File: config.mk
export PLATFORM = sky130hd
export DESIGN_NAME = board_mem_arbiter
export DESIGN_NICKNAME = d
export VERILOG_FILES = /design/src/rtl/board_mem_arbiter.sv
export SDC_FILE = /design/constraint.sdc
export NUM_CORES = 1
export LEC_CHECK = 0
export BUFFER_PORTS_ARGS = -buffer_cell sky130_fd_sc_hd__buf_4
export CORE_UTILIZATION = 40
export CTS_CLUSTER_DIAMETER = 120
export DETAILED_ROUTE_END_ITERATION = 12
export PLACE_DENSITY = 0.66
export SLEW_MARGIN = 20
export SYNTH_ARGS = -nofsm -noshare
export SYNTH_HDL_FRONTEND = slang
export SYNTH_SLANG_ARGS = --single-unit
File: constraint.sdc
create_clock -name clk -period 5.9 [get_ports clk]
set_clock_uncertainty 0.2 [all_clocks]
set_input_delay 0.295 -clock clk [delete_from_list [all_inputs] [get_ports clk]]
set_output_delay 0.295 -clock clk [all_outputs]
set_load 0.05 [all_outputs]
File: src/rtl/board_mem_arbiter.sv
// Board-status RAM arbiter: VGA renderer has absolute priority, game writes are
// queued and drained in blanking, game reads run in blanking once the queue is empty.
// Optional stall statistics are enabled by defining BOARD_ARB_STATS_EN.
//
// state         | meaning
// RD_IDLE       | no game read outstanding
// RD_ISSUE      | RAM read issued last cycle, capture mem_dataOut now
// RD_CAPTURE    | gm_rdata valid, gm_rvalid pulses
module board_mem_arbiter #(
    parameter int ADDR_WIDTH = 12,
    parameter int DATA_WIDTH = 32,
    parameter int FIFO_DEPTH = 8
) (
    input  logic                          clk,
    input  logic                          reset,
    input  logic                          vga_active,
    input  logic [ADDR_WIDTH-1:0]         vga_addr,
    output logic [DATA_WIDTH-1:0]         vga_data,
    input  logic                          gm_req,
    input  logic                          gm_we,
    input  logic [ADDR_WIDTH-1:0]         gm_addr,
    input  logic [DATA_WIDTH-1:0]         gm_wdata,
    output logic                          gm_ready,
    output logic                          gm_rvalid,
    output logic [DATA_WIDTH-1:0]         gm_rdata,
    output logic [ADDR_WIDTH-1:0]         mem_addr,
    output logic                          mem_wEn,
    output logic [DATA_WIDTH-1:0]         mem_dataIn,
    input  logic [DATA_WIDTH-1:0]         mem_dataOut,
    output logic [$clog2(FIFO_DEPTH):0]   fifo_count,
    output logic [15:0]                   stall_count
);

    localparam int PTR_W = $clog2(FIFO_DEPTH);
    localparam int CNT_W = PTR_W + 1;

    typedef enum logic [1:0] {
        RD_IDLE    = 2'd0,
        RD_ISSUE   = 2'd1,
        RD_CAPTURE = 2'd2
    } rd_state_t;

    rd_state_t rd_state_q, rd_state_d;

    logic [ADDR_WIDTH-1:0] fifo_addr_q [FIFO_DEPTH];
    logic [DATA_WIDTH-1:0] fifo_data_q [FIFO_DEPTH];
    logic [PTR_W-1:0]      wr_ptr_q, wr_ptr_d;
    logic [PTR_W-1:0]      rd_ptr_q, rd_ptr_d;
    logic [CNT_W-1:0]      count_q, count_d;
    logic                  vga_issued_q, vga_issued_d;
    logic [DATA_WIDTH-1:0] vga_data_q, vga_data_d;
    logic [DATA_WIDTH-1:0] gm_rdata_q, gm_rdata_d;

    logic empty, full, rd_pending, push_this_cycle;
    logic push, pop, rd_grant;

    always_comb begin
        empty           = (count_q == '0);
        full            = (count_q == CNT_W'(FIFO_DEPTH));
        rd_pending      = (rd_state_q != RD_IDLE);
        push_this_cycle = gm_req & gm_we & ~full;

        // Reads wait for an empty queue so they always see the latest write.
        if (gm_we) begin
            gm_ready = reset & ~full;
        end else begin
            gm_ready = reset & ~vga_active & empty & ~rd_pending & ~push_this_cycle;
        end

        push     = gm_req & gm_we & gm_ready;
        rd_grant = gm_req & ~gm_we & gm_ready;
        pop      = ~vga_active & ~empty;

        mem_addr     = vga_addr;
        mem_wEn      = 1'b0;
        mem_dataIn   = fifo_data_q[rd_ptr_q];
        vga_issued_d = 1'b1;
        if (vga_active) begin
            mem_addr = vga_addr;
        end else if (pop) begin
            mem_addr     = fifo_addr_q[rd_ptr_q];
            mem_wEn      = 1'b1;
            vga_issued_d = 1'b0;
        end else if (rd_grant) begin
            mem_addr     = gm_addr;
            vga_issued_d = 1'b0;
        end

        wr_ptr_d = push ? wr_ptr_q + PTR_W'(1) : wr_ptr_q;
        rd_ptr_d = pop  ? rd_ptr_q + PTR_W'(1) : rd_ptr_q;
        case ({push, pop})
            2'b10:   count_d = count_q + CNT_W'(1);
            2'b01:   count_d = count_q - CNT_W'(1);
            default: count_d = count_q;
        endcase

        vga_data_d = vga_issued_q ? mem_dataOut : vga_data_q;
    end

    always_comb begin
        rd_state_d = rd_state_q;
        gm_rdata_d = gm_rdata_q;
        case (rd_state_q)
            RD_IDLE: begin
                if (rd_grant) rd_state_d = RD_ISSUE;
            end
            RD_ISSUE: begin
                // Data is already on its way back, so vga_active rising here is harmless.
                gm_rdata_d = mem_dataOut;
                rd_state_d = RD_CAPTURE;
            end
            RD_CAPTURE: begin
                rd_state_d = RD_IDLE;
            end
            default: begin
                rd_state_d = RD_IDLE;
            end
        endcase
    end

    always_ff @(posedge clk or negedge reset) begin
        if (!reset) begin
            rd_state_q   <= RD_IDLE;
            wr_ptr_q     <= '0;
            rd_ptr_q     <= '0;
            count_q      <= '0;
            vga_issued_q <= 1'b0;
            vga_data_q   <= '0;
            gm_rdata_q   <= '0;
        end else begin
            rd_state_q   <= rd_state_d;
            wr_ptr_q     <= wr_ptr_d;
            rd_ptr_q     <= rd_ptr_d;
            count_q      <= count_d;
            vga_issued_q <= vga_issued_d;
            vga_data_q   <= vga_data_d;
            gm_rdata_q   <= gm_rdata_d;
        end
    end

    // Queue storage needs no reset: occupancy is tracked by count_q alone.
    always_ff @(posedge clk) begin
        if (push) begin
            fifo_addr_q[wr_ptr_q] <= gm_addr;
            fifo_data_q[wr_ptr_q] <= gm_wdata;
        end
    end

    assign vga_data   = vga_data_q;
    assign gm_rdata   = gm_rdata_q;
    assign gm_rvalid  = (rd_state_q == RD_CAPTURE);
    assign fifo_count = count_q;

`ifdef BOARD_ARB_STATS_EN
    logic [15:0] stall_cnt_q, stall_cnt_d;

    always_comb begin
        stall_cnt_d = stall_cnt_q;
        if (gm_req && !gm_ready && (stall_cnt_q != 16'hFFFF)) begin
            stall_cnt_d = stall_cnt_q + 16'd1;
        end
    end

    always_ff @(posedge clk or negedge reset) begin
        if (!reset) stall_cnt_q <= '0;
        else        stall_cnt_q <= stall_cnt_d;
    end

    assign stall_count = stall_cnt_q;
`else
    assign stall_count = 16'h0000;
`endif

endmodule

### After elaboration in Yosys (flattened, before gate mapping)

Memory sizes are Yosys's and may differ from the RTL's.
Index checks and enable logic that the tools add are counted.

* word-level logic and storage cells: 54
* register bits after elaboration: 77
* RAM bits: 352
* memories kept: 2

* $add $sub $neg: 4
* reduce and logical (&&, ||, !) cells: 4
* mux-type cells: 14
* bitwise operators: 17
* equality and inequality tests: 6

Memory list
* fifo_data_q: depth 8, bits a word 32, rd ports 1, clocked after memory_dff 0, write ports 1, RTL line 46 `logic [DATA_WIDTH-1:0] fifo_data_q [FIFO_DEPTH];`
* fifo_addr_q: depth 8, bits a word 12, rd ports 1, clocked after memory_dff 0, write ports 1, RTL line 45 `logic [ADDR_WIDTH-1:0] fifo_addr_q [FIFO_DEPTH];`

Operator list (number)
* $mux 12: 3
* $and 1x1->1: 11
* $mux 1: 8
* $pmux 4 s2: 1
* $add 3x1->3 const B: 2
* $not 1->1: 6
* $add 4x1->4 const B: 1
* $eq 2x1->1 const B: 2
* $eq 2x2->1 const B: 2
* $eq 4x4->1 const B: 1
* $logic_not 4->1: 1
* $pmux 2 s2: 1
* $reduce_bool 2->1: 2
* $sub 4x1->4 const B: 1
* $logic_not 2->1: 1
* $mux 2: 1
* $ne 2x2->1 const B: 1

### Logic depth before layout (Yosys ltp)

Gate-level depths: netlist (run 1).

* word-level depth: 10
* mapped depth: 11

### Worst setup path after synthesis (run 1)

No wires, ideal clock.

* path type: register -> register
* from: register count_q[1] (netlist: fifo_count[1])
* to: memory fifo_addr_q[1][0], enable pin
* clock period less this slack: 5146 ps
* library setup time: 500 ps
* buffers on the path: 0
* stages on the path, launching flop included: 5
* data arrival time: 4446 ps
* slack: 754 ps
* path through: dfrtp_1 -> nor3_1 -> a21oi_1 -> nand2_1 -> nor3_1

* longest elaborated chain between the ends: 9
* elaborated cells on any way between the ends: 13
* classes of those cells: eq/ne (1); mux (3); bitwise (8); reduce/logical (1)

RTL lines
* start: declaration: RTL line 49 `logic [CNT_W-1:0] count_q, count_d;`
* start signal: assignment: RTL line 134 `count_q <= count_d;`
* $eq 4x4->1: RTL line 59 `full = (count_q == CNT_W'(FIFO_DEPTH));`
* $not 1->1: RTL line 61, 65
* $and 1x1->1: RTL line 61 `push_this_cycle = gm_req & gm_we & ~full;`
* $not 1->1: RTL line 67 `gm_ready = reset & ~vga_active & empty & ~rd_pending & ~push_this_cycle;`
* $and 1x1->1: RTL line 67
* $mux 1 (*): RTL line 64 `if (gm_we) begin`
* $and 1x1->1 (*): RTL line 70 `push = gm_req & gm_we & gm_ready;`
* $mux 1 (*): RTL line 143 `if (push) begin`
* $mux 1 (not written as such) (*): RTL line 144 `fifo_addr_q[wr_ptr_q] <= gm_addr;`
* end: declaration: RTL line 45

Mark *: on every way between the ends. The rest lies on a longest branch, timed or not.

### Worst setup path after layout (run 1)

* from: register rd_ptr_q[0]
* to: output mem_addr[11]

* longest elaborated chain between the ends: 3

RTL lines
* start: declaration: RTL line 48 `logic [PTR_W-1:0] rd_ptr_q, rd_ptr_d;`
* start signal: assignment: RTL line 133 `rd_ptr_q <= rd_ptr_d;`
* $mem_v2 8x12
* $mux 12: RTL line 80 `end else if (pop) begin`
* $mux 12: RTL line 78 `if (vga_active) begin`
* end: declaration: RTL line 26 `output logic [ADDR_WIDTH-1:0] mem_addr,`

No other way between the ends.

==> results_dict.tcl, run 1 <==
set metrics [dict create \
    path_max_fanout 46 \
    worstRegToRegCells 5 \
    synth-async-reset-ratio 0.179 \
    required_ns 5.41 \
    avgViaCountPerCell 5.11 \
    fin_tns_setup_ns 0 \
    synth_area_per_cell_um2 22.0 \
    setup_viol 0 \
    clk_latency_ns 0.58 \
    fin_crit_ns 4.01 \
    synth_edf_count 352 \
    power.clock.fraction 0.272 \
    power.switching_w 0.00366 \
    final_common_cell "edfxtp_1" \
    tightest_slew_ns 1.00 \
    top_level_ports 224 \
    most-common-layout-cells "edfxtp_1 (352), buf_4 (221), mux2_2 (98)" \
    fp-row-count 74 \
    r2r_slack_ns 2.61 \
    htree_num_levels 2 \
    arrival_ns 3.52 \
    post_cts_buffers 0 \
    ys_seq_elements 429 \
    drtPass1Iterations 4 \
    grt_overflow_total 0 \
    cts_tree "done" \
    grt_pass1_wl_mm 53.9 \
    r2r-end "fifo_data_q[2][7]$_DFFE_PP_" \
    cts_buffers 44 \
    p_per_area_nw_per_um2 488 \
    syn_inst 764 \
    relSlewSlack 0.331 \
    gp_congestion 0.710 \
    drt_iter0_markers 386 \
    clock-sinks 429 \
    finalCritPeriodShare 0.680 \
    die_x_um 207 \
    outcome "complete, no violations" \
    wl_mm 35.1 \
    slew_violations 0 \
    io_buffers 207 \
    avgRoutedWirePerCell_um 21.4 \
    yosysSeqAreaShare 0.742 \
    layout-drive-gt1-share 0.392 \
    ir_drop_mv 0.353 \
    start_kind "flop" \
    core_area_um2 41200 \
    antenna_found_initial 2 \
    hold_path.class "input pin to async pin" \
    die_area_um2 42900 \
    intPower_w 0.00666 \
    syn2layout_area_growth_pct 25.7 \
    end_kind "primary output" \
    path_clk_slew_ns 0.06 \
    dpl.hpwl_mm 19.8 \
    final_antenna_net_count 0 \
    grtUsageTotal 0.166 \
    clk_path_buf_depth 3 \
    maxCapViolCount 0 \
    p_seq_frac 0.384 \
    post-route-util 0.514 \
    via_count 8379 \
    clock.fmax_mhz 249 \
    worstSetupPathType "flop to primary output" \
    grt_max_degree 58 \
    cts_root_buffer "clkbuf_16" \
    r2r-start "fifo_count[0]$_DFFE_PN0P_" \
    switching_share 0.354 \
    rsz0062_at_grt "no" \
    final_nets 1171 \
    die_h_um 207 \
    p_leak_nw 7.68 \
    synth.distinct_cells 37 \
    pwr-share-comb 0.344 \
    synth_area_um2 16800 \
    synth_warnings 0 \
    drc_errors 0 \
    start_util 0.409 \
    finalHoldViolCount 0 \
    synth_ff_type "edfxtp_1" \
    grt_pass1_vias 9027 \
]
==> layer usage <==
layer  track usage  wire [um]  vias up
met5             0          0        -
met2         0.266      16800      282
met3        0.0420       2490       54
met4        0.0553        750        0
met1         0.223      15100     4289
li1              -          -     3754
==> cell usage after synthesis, types with 5 or more instances <==
cell type,count,area share
edfxtp_1,352,0.63
mux2_2,98,0.066
dfrtp_1,77,0.11
mux4_1,49,0.076
mux4_2,39,0.052
nor2_1,19,0.0042
buf_4,18,0.0080
a221o_1,12,0.0071
clkbuf_1,12,0.0027
mux2i_1,12,0.0071
buf_2,8,0.0024
nand2_1,7,0.0016
buf_6,6,0.0040
buf_1,5,0.0011
ha_1,5,0.0037
nand2b_1,5,0.0019
xnor2_1,5,0.0026
==> state kept, by name (all words and copies together) (netlist names) <==
name and cells:
fifo_addr_q 96, fifo_count 4, fifo_data_q 256, gm_rdata 32
rd_ptr_q 3, rd_state_q 2, vga_data 32, vga_issued_q 1
wr_ptr_q 3
==> metrics by stage <==
stage	instance area (um2)	power, W	hold slack (ns)	setup WS [ns]	cells
finish	21200	0.0103	0.0102	1.89	1640
global route	21200	0.0107	0.0308	1.63	1638
CTS	21200	0.0104	0.00266	1.78	1638
detailed placement	18900	0.00757	0.0682	2.38	1479
global placement	18900	0.00753	0.0676	2.42	1479
floorplan	16900	0.00658	-0.201	0.754	779
==> how the worst max path moves through the flow <==
stage	startpoint	to	slack, ns	cells after the start
2_1_floorplan	fifo_count[1]$_DFFE_PN0P_	fifo_addr_q[1][0]$_DFFE_PP_	0.75	4
3_3_place_gp	rd_ptr_q[0]$_DFFE_PN0N_	mem_addr[11]	2.42	6
3_5_place_dp	reset	fifo_addr_q[4][11]$_DFFE_PP_	2.38	6
4_1_cts	rd_ptr_q[0]$_DFFE_PN0N_	mem_addr[11]	1.78	6
5_1_grt	rd_ptr_q[0]$_DFFE_PN0N_	mem_addr[11]	1.63	6
6_report	rd_ptr_q[0]$_DFFE_PN0N_	mem_addr[11]	1.89	6
==> kinds of logic after synthesis <==
kind of cell / Yosys count / share of synthesized area
fa+ha+maj: 5 / 0.00372
mux: 198 / 0.201
other cells: 1 / 0.000223
xor+xnor: 9 / 0.00468
flops: 429 / 0.742
compound gates: 18 / 0.0103
simple gates: 46 / 0.0137
buf+inv: 58 / 0.0239
==> critical path, cell delays in order (launching register included) <==
cell and delay, ns:
dfrtp_4 0.99, buf_4 0.48, mux4_1 0.61, mux2i_1 0.28, nor2_1 0.07, a221o_1 0.29
buf_4 0.20
==> layout make-up <==
cell class | count | area [um2]
diodes | 2 | 5.00
clock buffers | 51 | 1150
clock inverters | 28 | 309
fillers | 3258 | 20000
inverters | 5 | 21.3
multi-input cells | 292 | 4050
flip-flops and latches | 429 | 12500
well taps | 532 | 666
repair buffers | 301 | 2460
==> power by group through the flow <==
stage                     sequential (W)  combinational [W]  clock (W)
after detailed placement         0.00403            0.00353          0
after CTS                        0.00398            0.00359    0.00288
after floorplan                  0.00429            0.00230          0
after global routing             0.00402            0.00373    0.00299
final                            0.00396            0.00355    0.00281
after global placement           0.00402            0.00351          0
==> timing repair <==
action,CTS,global route
resized for setup,0,0
hold buffers,80,0
endpoints found under the hold margin,451,0
Power figures use the tool's default switching activity.
==> run 2: changes to the inputs <==
--- a/config.mk
+++ b/config.mk
@@ -9,7 +9,7 @@
 export CORE_UTILIZATION = 40
 export CTS_CLUSTER_DIAMETER = 120
 export DETAILED_ROUTE_END_ITERATION = 12
-export PLACE_DENSITY = 0.66
+export PLACE_DENSITY = 0.68
 export SLEW_MARGIN = 20
 export SYNTH_ARGS = -nofsm -noshare
 export SYNTH_HDL_FRONTEND = slang
==> constraint.sdc (replaced) <==
create_clock -name clk -period 3.42 [get_ports clk]
set_clock_uncertainty 0.2 [all_clocks]
set_input_delay 0.171 -clock clk [delete_from_list [all_inputs] [get_ports clk]]
set_output_delay 0.171 -clock clk [all_outputs]
set_load 0.05 [all_outputs]
==> results_dict.tcl, run 2 (same netlist as run 1, synthesis figures left out) <==
set metrics [dict create \
    outcome "complete, no violations" \
    gp_congestion 0.720 \
    fin_tns_setup_ns 0 \
    top_register "fifo_data_q" \
    startpoint "rd_ptr_q[0]$_DFFE_PN0N_" \
    wl_mm 35.2 \
    grt_max_degree 62 \
    tightest_slew_ns 0.792 \
    end_kind "primary output" \
    r2r_slack_ns 0.63 \
    path_buf_inv 2 \
    relSlewSlack 0.470 \
    num_antenna_cells 0 \
    start_kind "flop" \
    avgViaCountPerCell 5.15 \
    fin_cells 1654 \
    arrival_ns 2.88 \
    path_clk_slew_ns 0.06 \
    grtUsageTotal 0.165 \
    fp-row-count 74 \
    max_stage_delay_ns 0.71 \
    top_level_ports 224 \
    drt_iter0_markers 569 \
    cts_tree "done" \
    maxCapViolCount 0 \
    die_area_um2 42900 \
    place_inst 1489 \
    via_count 8511 \
    cts.repair.resized 0 \
    start_util 0.409 \
    io_buffers 207 \
    r2r-start "fifo_count[0]$_DFFE_PN0P_" \
    hold_path.class "input pin to flop" \
    setup_viol 0 \
    post_cts_buffers 0 \
    clk_path_buf_depth 3 \
    drtPass1Iterations 5 \
    required_ns 3.05 \
    grt_pass1_wl_mm 54.0 \
    fin_crit_ns 3.25 \
    p_leak_nw 7.74 \
    cts_root_buffer "clkbuf_16" \
    dpl.hpwl_mm 20.6 \
    hp-start "gm_wdata[5]" \
    finalHoldWorstSlack_ns 0.188 \
    clock-sinks 429 \
    path_max_fanout 58 \
    finalCritPeriodShare 0.950 \
    crit_chain "buf_12 > mux4_1 > mux2_2 > buf_4" \
    largest_register_ffs 256 \
    final_nets 1184 \
    post-route-util 0.517 \
    ir_drop_mv 0.482 \
    die_x_um 207 \
    slew_violations 0 \
    rsz0062_at_grt "no" \
    finalHoldViolCount 0 \
    antenna_found_initial 0 \
    drc_errors 0 \
    final_common_cell "edfxtp_1" \
    worstSetupPathType "flop to primary output" \
    postCtsHoldBufs 82 \
    clock.fmax_mhz 308 \
    cp_top_family "multiplexers" \
    avgRoutedWirePerCell_um 21.3 \
    cts_buffers 45 \
    grt_overflow_total 0 \
    top_regs "fifo_data_q: 256 flops, fifo_addr_q: 96 flops" \
    core_area_um2 41200 \
    critPathSlowestCell "dfrtp_4" \
    most-common-layout-cells "edfxtp_1 (352), buf_4 (228), mux2_2 (98)" \
    grt_pass1_vias 9115 \
    layout-drive-gt1-share 0.397 \
    syn2layout_area_growth_pct 26.5 \
    p_per_area_nw_per_um2 835 \
    die_h_um 207 \
    htree_num_levels 2 \
    clk_latency_ns 0.55 \
    final_antenna_net_count 0 \
]
run 2: cell count changes in the layout (fill, tap and decap cells not counted), moves of 2 or more:
cell / previous run / this run
nor3_4: 0 / 2
dlygate4sd3_1: 80 / 82
buf_4: 221 / 228
diode_2: 2 / 0
buf_12: 0 / 3
inv_16: 2 / 0
nor3_2: 2 / 0
run 2: through the flow:
stage	power [W]	area, um2	setup slack (ns)
3_5_place_dp	0.0131	19000	0.693
4_1_cts	0.0180	21300	0.0944
5_1_grt	0.0185	21300	0.0376
6_report	0.0178	21300	0.171
3_3_place_gp	0.0131	19000	0.707
2_1_floorplan	0.0114	16900	-0.549
run 2: area by class of cell:
cell class | count | area (um2)
fill | 3203 | 19900
sequential | 429 | 12500
multi-input combinational | 292 | 4060
clock buffer | 52 | 1150
tap | 532 | 666
clock inverter | 31 | 307
timing repair buffer | 313 | 2590
inverter | 5 | 21.3
run 2: final timing paths:
check	cells after the start	to
min in group asynchronous	3	vga_data[28]$_DFFE_PN0P_
hold reg to reg	1	gm_rdata[8]$_DFFE_PN0N_
max in group asynchronous	3	rd_ptr_q[0]$_DFFE_PN0N_
hold / removal	2	fifo_data_q[0][5]$_DFFE_PP_
setup / recovery	4	mem_dataIn[31]
setup reg to reg	10	fifo_count[2]$_DFFE_PN0P_
run 2: per-layer routing:
metal	wire length, um	up-vias	track usage
met4	679	0	0.0504
met2	17100	274	0.272
met5	0	-	0
met1	15000	4408	0.214
met3	2480	50	0.0452
li1	-	3779	-
run 2: power by group:
group / internal (W) / leakage (nW) / switching [W]
clock network: 0.00280 / 0.708 / 0.00197
registers: 0.00615 / 4.07 / 0.000502
logic: 0.00252 / 2.96 / 0.00385
total: 0.0115 / 7.74 / 0.00632
run 2: worst register-to-register path, cell delays in order (launching register included):
cell	delay (ns)
dfrtp_1	0.50
nor3_1	0.13
a21oi_1	0.49
inv_1	0.14
ha_1	0.31
xor2_1	0.17
ha_1	0.19
a21oi_1	0.16
xor2_1	0.17
nor2_1	0.07
xor2_1	0.14
